$ cat src/rtl/led_trace_capture.sv
// Trace buffer for a narrow status bus: decimated sampling, masked-value trigger
// with programmable pre-trigger depth, and time-ordered readback by index.
module led_trace_capture #(
  parameter int NB_DATA  = 4,
  parameter int NB_ADDR  = 8,
  parameter int NB_DECIM = 16
) (
  input  logic                clock,
  input  logic                ck_rst,
  input  logic [NB_DATA-1:0]  i_data,
  input  logic                i_arm,
  input  logic [NB_DATA-1:0]  i_trig_mask,
  input  logic [NB_DATA-1:0]  i_trig_value,
  input  logic [NB_ADDR-1:0]  i_pretrig,
  input  logic [NB_DECIM-1:0] i_decim,
  input  logic [NB_ADDR-1:0]  i_rd_addr,
  output logic [NB_DATA-1:0]  o_rd_data,
  output logic [2:0]          o_state,
  output logic                o_done
);

  localparam int DEPTH = 2 ** NB_ADDR;
  localparam logic [NB_ADDR-1:0] LAST_IDX = '1;

  typedef enum logic [2:0] {
    IDLE  = 3'd0,
    PRE   = 3'd1,
    ARMED = 3'd2,
    POST  = 3'd3,
    DONE  = 3'd4
  } state_t;

  state_t               state;
  logic [NB_ADDR-1:0]   wr_ptr;
  logic [NB_ADDR-1:0]   pre_cnt;
  logic [NB_ADDR-1:0]   post_cnt;
  logic [NB_ADDR-1:0]   start_ptr;
  logic [NB_ADDR-1:0]   p_lat;
  logic [NB_DECIM-1:0]  decim_cnt;
  logic [NB_DECIM-1:0]  d_lat;
  logic [NB_DATA-1:0]   mask_lat;
  logic [NB_DATA-1:0]   value_lat;
  logic                 done;
  logic [NB_DATA-1:0]   rd_data;
  logic [NB_DATA-1:0]   mem [DEPTH];

  logic                 capturing;
  logic                 strobe;
  logic                 hit;
  logic [NB_ADDR-1:0]   rd_idx;

  assign capturing = (state == PRE) || (state == ARMED) || (state == POST);
  assign strobe    = capturing && (decim_cnt == '0);
  assign hit       = ((i_data ^ value_lat) & mask_lat) == '0;
  assign rd_idx    = start_ptr + i_rd_addr;

  // Handshake: i_arm is a one-cycle request with no ready; it is taken only in
  // IDLE or DONE and silently dropped while a capture is in flight.
  always_ff @(posedge clock) begin
    if (ck_rst) begin
      state     <= IDLE;
      wr_ptr    <= '0;
      pre_cnt   <= '0;
      post_cnt  <= '0;
      start_ptr <= '0;
      p_lat     <= '0;
      d_lat     <= '0;
      decim_cnt <= '0;
      mask_lat  <= '0;
      value_lat <= '0;
      done      <= 1'b0;
    end else begin
      if (capturing) begin
        decim_cnt <= (decim_cnt == d_lat) ? '0 : decim_cnt + 1'b1;
      end
      case (state)
        IDLE, DONE: begin
          if (i_arm) begin
            p_lat     <= i_pretrig;
            d_lat     <= i_decim;
            mask_lat  <= i_trig_mask;
            value_lat <= i_trig_value;
            wr_ptr    <= '0;
            pre_cnt   <= '0;
            decim_cnt <= '0;
            done      <= 1'b0;
            state     <= (i_pretrig != '0) ? PRE : ARMED;
          end
        end
        PRE: begin
          if (strobe) begin
            wr_ptr <= wr_ptr + 1'b1;
            if (pre_cnt == p_lat - 1'b1) begin
              state <= ARMED;
            end else begin
              pre_cnt <= pre_cnt + 1'b1;
            end
          end
        end
        ARMED: begin
          if (strobe) begin
            wr_ptr <= wr_ptr + 1'b1;
            if (hit) begin
              // Oldest kept sample sits P slots behind the trigger sample.
              start_ptr <= wr_ptr - p_lat;
              post_cnt  <= LAST_IDX - p_lat;
              if (p_lat == LAST_IDX) begin
                state <= DONE;
                done  <= 1'b1;
              end else begin
                state <= POST;
              end
            end
          end
        end
        POST: begin
          if (strobe) begin
            wr_ptr   <= wr_ptr + 1'b1;
            post_cnt <= post_cnt - 1'b1;
            if (post_cnt == 1) begin
              state <= DONE;
              done  <= 1'b1;
            end
          end
        end
        default: state <= IDLE;
      endcase
    end
  end

  always_ff @(posedge clock) begin
    if (!ck_rst && strobe) begin
      mem[wr_ptr] <= i_data;
    end
  end

  always_ff @(posedge clock) begin
    if (ck_rst) begin
      rd_data <= '0;
    end else begin
      rd_data <= mem[rd_idx];
    end
  end

  assign o_rd_data = rd_data;
  assign o_state   = state;
  assign o_done    = done;

endmodule
$ cat config.mk
export PLATFORM = sky130hd
export DESIGN_NAME = led_trace_capture
export DESIGN_NICKNAME = d
export VERILOG_FILES = /design/src/rtl/led_trace_capture.sv
export SDC_FILE = /design/constraint.sdc
export NUM_CORES = 1
export LEC_CHECK = 0
export ABC_AREA = 1
export CORE_UTILIZATION = 60
export CTS_BUF_LIST = sky130_fd_sc_hd__clkbuf_4 sky130_fd_sc_hd__clkbuf_8
export CTS_CLUSTER_DIAMETER = 150
export DETAILED_ROUTE_END_ITERATION = 12
export PLACE_DENSITY = 0.77
export SLEW_MARGIN = 10
export SYNTH_ARGS = -nofsm -noshare
export SYNTH_HDL_FRONTEND = slang
export SYNTH_SLANG_ARGS = --single-unit
export TNS_END_PERCENT = 30
$ cat constraint.sdc
create_clock -name clock -period 5.6 [get_ports clock]
set_clock_uncertainty 0.2 [all_clocks]
set_input_delay 0.84 -clock clock [delete_from_list [all_inputs] [get_ports clock]]
set_output_delay 0.84 -clock clock [all_outputs]
set_load 0.01 [all_outputs]
Yosys cells after proc, flatten, opt, wreduce, memory -nomap -nowiden
Memories as Yosys holds them, arrays and structs flattened. A register that Yosys moved wholly into a read port is not among the register bits.
Cells that the tools add are included.
W data, S select, Z words.
- RAM bits: 1024
- memories: 1
- bits of input ports: 47
- output and inout bits: 8
- register bits: 84
- bitwise operators: 2
- equal/unequal tests: 18
- reduce and logical (&&, ||, !) cells: 22
- muxes and demuxes: 33
- add/subtract/negate cells: 8
- memories (name ; depth ; width ; read ports ; clocked after memory_dff ; write ports ; line ; text):
    mem ; 256 ; 4 ; 1 ; 1 ; 1 ; 45 ; logic [NB_DATA-1:0] mem [DEPTH];
- operators with widths (operator ; count):
    $mux W16 ; 4
    $mux W8 ; 7
    $pmux W8 S2 ; 3
    $mux W3 ; 8
    $add A16 B1 Y16 const B ; 1
    $add A8 B1 Y8 const B ; 2
    $eq A16 B16 Y1 ; 1
    $logic_not A16 Y1 ; 1
    $sub A8 B1 Y8 const B ; 2
    $reduce_and A7 Y1 ; 2
    $ne A2 B2 Y1 const B ; 6
    $pmux W3 S4 ; 1
    $add A8 B8 Y8 ; 1
    $eq A8 B1 Y1 const B ; 1
    $eq A8 B8 Y1 ; 1
    $eq A8 B8 Y1 const B ; 1
    $mux W1 ; 8
    $ne A2 B1 Y1 const B ; 4
    $reduce_and A4 Y1 ; 2
    $reduce_bool A8 Y1 ; 1
    $sub A8 B8 Y8 ; 1
    $sub A8 B8 Y8 const A ; 1
    $eq A3 B2 Y1 const B ; 2
    $reduce_and A3 Y1 ; 2
    16 further kinds ; 20

Longest topological paths before layout
- depth in word-level cells: 7
- gate-level depth with buffers: 19
- depth with buffers taken out: 15

Least setup slack after synthesis
No wires, ideal clock.
- path kind: input to register
- start point: in i_rd_addr[0]
- end point: reg rd_data[0], in the netlist o_rd_data[0], read port of mem
- data arrival time: 2.884 ns
- stages: 16
- path buffers: 3
- library setup time: 0.113 ns
- data required time: 5.287 ns
- setup slack: 2.403 ns
- cell sequence: ha_1 fa_1 buf_2 clkbuf_1 clkbuf_1 nor2_1 o21ai_0 nand3_1 nand2_1 nand2_1 nand3_1 nand3_1 nand3_1 nand3_1 nand2_1 nor2_1
- longest elaborated chain between the ends: 1
- ends and longest elaborated chain (element ; line ; text):
    start: declaration ; 16 ; input logic [NB_ADDR-1:0] i_rd_addr,
    $add A8 B8 Y8 ; 55 ; assign rd_idx = start_ptr + i_rd_addr;
    end: declaration ; 44 ; logic [NB_DATA-1:0] rd_data;
Every way passes these cells.
A chain may end at the register's enable or synchronous reset.

Worst setup path after layout
- start point: in i_rd_addr[0]
- end point: reg rd_data[3], in the netlist o_rd_data[3], read port of mem
The elaborated chain is that of the path after synthesis.

==> flow_summary.json <==
{
  "status": "completed",
  "gp_congestion": 0.8953,
  "setup_tns_ns": 0,
  "fin_crit_sh_pct": 70.33,
  "drcViolationCount": 0,
  "ys_types": 40,
  "cts_resized": 0,
  "cp_slowest_cell": "fa_4",
  "yosys_register_bits": 1112,
  "power_density_nw_per_um2": 384.4,
  "finalInstanceArea_um2": 53200,
  "antenna_found_initial": 1,
  "yosys-top-cells-area": "edfxtp_1, nand2_1, nor2_1, nand3_1, dfxtp_1",
  "nets": 4862,
  "io_buffers": 54,
  "critical_path.max_stage_delay_ns": 0.67,
  "drive_gt1_share_pct": 7.859,
  "netlist.area_leader.share_pct": 63.62,
  "hold_depth": 2,
  "dieArea_um2": 81700,
  "wire_per_inst_um": 20.26,
  "synthArstFlopShare_pct": 0,
  "worstPathMaxFanout": 122,
  "grt_pass1_wl_mm": 186.9,
  "cts_sinks": 1112,
  "crit_required_ns": 6.11,
  "reg2reg_depth": 15,
  "syn_nets": 4840,
  "path_class": "in2reg",
  "overflow": 0,
  "min_from": "o_done",
  "path_delay_family": "buffers and inverters",
  "antenna_left": 0,
  "cp_common_cell": "nand3_1",
  "num_vias": 34744,
  "synth_area_per_cell_um2": 10.14,
  "cp_cell_sequence": "clkdlybuf4s50_1, ha_4, fa_4, inv_8, buf_4, nor2_1, o21ai_0, nand3_1, nand2_1, nand2_1, nand3_1, nand3_1, nand3_1, nand2_1, nor2_1, nor2_1",
  "end_kind": "flop",
  "synth_top_area_cell": "edfxtp_1",
  "synthesis.area_um2": 48340,
  "ys_seq_area_share_pct": 67.26,
  "cts_hold_buf": 0,
  "synth_common_cells": "nand2_1, edfxtp_1, nor2_1",
  "vdd_drop_max_uv": 332.7,
  "vias_per_cell": 5.815,
  "dpl_cell_area_um2": 49750,
  "first_global_vias": 33828,
  "initial_core_util_pct": 60.89,
  "top_usage_layer": "met2",
  "min_to": "o_done",
  "start_kind": "input pin",
  "die_h_um": 285.8,
  "grt_max_degree": 182,
  "cts_setup_buffers": 0,
  "io_pins": 55,
  "crit_buf_inv": 3,
  "slew_headroom_pct": 26.37,
  "leakage_nw": 19.99,
  "use_met1_pct": 39.83,
  "power.total_mw": 20.45,
  "rsz0062_at_grt": "false",
  "tritoncts": "done",
  "core_region_area_um2": 79390,
  "synth_most_common_cell": "nand2_1",
  "clk_latency_ns": 0.85,
  "timing.fmax_ghz": 0.2539,
  "r2r-start": "start_ptr[0]",
  "path_clk_slew_ns": 0.06,
  "drt_iter0_drc": 3868,
  "synth_edf_count": 1024,
  "use_met2_pct": 48.32,
  "reg2reg_slack_ns": 1.84,
  "cts_buffer_depth": 3,
  "syn2layout_area_growth_pct": 10.06,
  "setup_viol": 0,
  "min_path_type": "reg2reg",
  "fin_crit_ns": 3.939,
  "hold_viol_final": 0,
  "dp_hpwl_mm": 69.72,
  "synthCells": 4766,
  "die-width_um": 285.8,
  "grtUsageTotal_pct": 29.97,
  "root_buffer": "clkbuf_8",
  "dr.pass1.iters": 6,
  "h-tree-depth": 4,
  "drv_cap": 0,
  "worst_pin_slew_ns": 1.097,
  "maxSlewViolCount": 0,
  "yosys_warnings": 0,
  "rr_endpoint": "o_rd_data[3]",
  "arrival_ns": 4.45,
  "cts_buffers": 173,
  "routed_wl_mm": 121.0,
  "synth_flop_cell": "edfxtp_1",
  "rows": 103,
  "grt_use_met3_pct": 5.646
}
## registers in the layout, indices dropped and copies added (netlist names), 8 cells and up
| register | flops |
|---|---|
| mem | 1024 |
| d_lat | 16 |
| decim_cnt | 16 |
| p_lat | 8 |
| post_cnt | 8 |
| pre_cnt | 8 |
| start_ptr | 8 |
| wr_ptr | 8 |
## worst register-to-register path, cell delays in order, from the launching register on
cell,delay (ns)
dfxtp_1,0.39
ha_4,0.17
fa_4,0.67
inv_8,0.63
buf_4,0.42
nor2_1,0.08
o21ai_0,0.09
nand3_1,0.12
nand2_1,0.08
nand2_1,0.05
nand3_1,0.12
nand3_1,0.20
nand3_1,0.15
nand2_1,0.06
nor2_1,0.15
nor2_1,0.07
## how the worst max path moves through the flow
| stage | startpoint | cells past startpoint | to |
|---|---|---|---|
| 3_3_place_gp | i_rd_addr[0] | 16 | o_rd_data[3] |
| 3_5_place_dp | i_rd_addr[0] | 16 | o_rd_data[3] |
| 5_1_grt | i_rd_addr[2] | 15 | o_rd_data[1] |
| 4_1_cts | i_rd_addr[0] | 16 | o_rd_data[3] |
| 6_report | i_rd_addr[0] | 16 | o_rd_data[3] |
| 2_1_floorplan | i_rd_addr[0] | 16 | o_rd_data[0] |
## stage by stage
| stage | util [%] | hold WS (ns) | setup slack, ns | instances |
|---|---|---|---|---|
| 6_report | 67.01 | 0.2497 | 1.661 | 5975 |
| 2_1_floorplan | - | 0.2451 | 2.403 | 4766 |
| 3_5_place_dp | 62.67 | 0.2443 | 0.8929 | 5663 |
| 4_1_cts | 67.01 | 0.2339 | 1.757 | 5974 |
| 3_3_place_gp | 62.67 | 0.2461 | 0.9247 | 5663 |
| 5_1_grt | 67.01 | 0.2598 | 1.520 | 5975 |
## where the power goes
group / internal, mW / total, mW / switching (mW)
sequential: 9.18 / 9.30 / 0.120
combinational: 1.29 / 4.39 / 3.11
clock: 3.62 / 6.76 / 3.14
## cells in the final DEF, fill, tap and decap left out, types with 4 or more instances in the layout
cell                n
buf_12             15
nor3_1             16
a21oi_1            57
edfxtp_1         1024
inv_8               6
nor4_1              5
o211ai_1           35
nor2_1            889
a31oi_1             6
nor3b_1             7
dfxtp_1            88
inv_2               5
xor2_1             29
nand4_1            14
o21ai_0           307
nand3_2             4
clkbuf_4           73
clkinv_1           28
nand2_1          1192
clkbuf_8          183
or2_2              10
clkinv_2           17
buf_4              48
inv_1             259
nand3_1           479
ha_1               24
xnor2_1            18
clkinv_8            4
nor3_2              4
clkdlybuf4s50_1    50
## cell type report
type | instances | area, um2
inverters | 267 | 1017
diodes | 1 | 2.502
fillers | 5947 | 26190
repair buffers | 117 | 1216
clock inverters | 59 | 429.2
well taps | 1050 | 1314
clock buffers | 252 | 3012
flip-flops and latches | 1112 | 32510
multi-input cells | 3117 | 13700
## layer usage
layer | vias up | wire length [um] | share of wire, %
li1 | 16095 | - | -
met1 | 16419 | 46560 | 38
met2 | 1918 | 57180 | 47
met3 | 312 | 12400 | 10
met4 | 0 | 4897 | 4.0
met5 | - | 0 | 0
## cells by family (layout without fill, tap and decap cells)
group	after synthesis	in the layout	synth area share, %
fa+ha+maj	27	27	0.7300
simple gates	2630	2630	22.11
compound gates	411	411	4.491
other cells	0	1	0
flops	1112	1112	67.26
buf+inv	537	695	4.520
xor+xnor	49	49	0.8879
(Power assumes the default switching activity.)
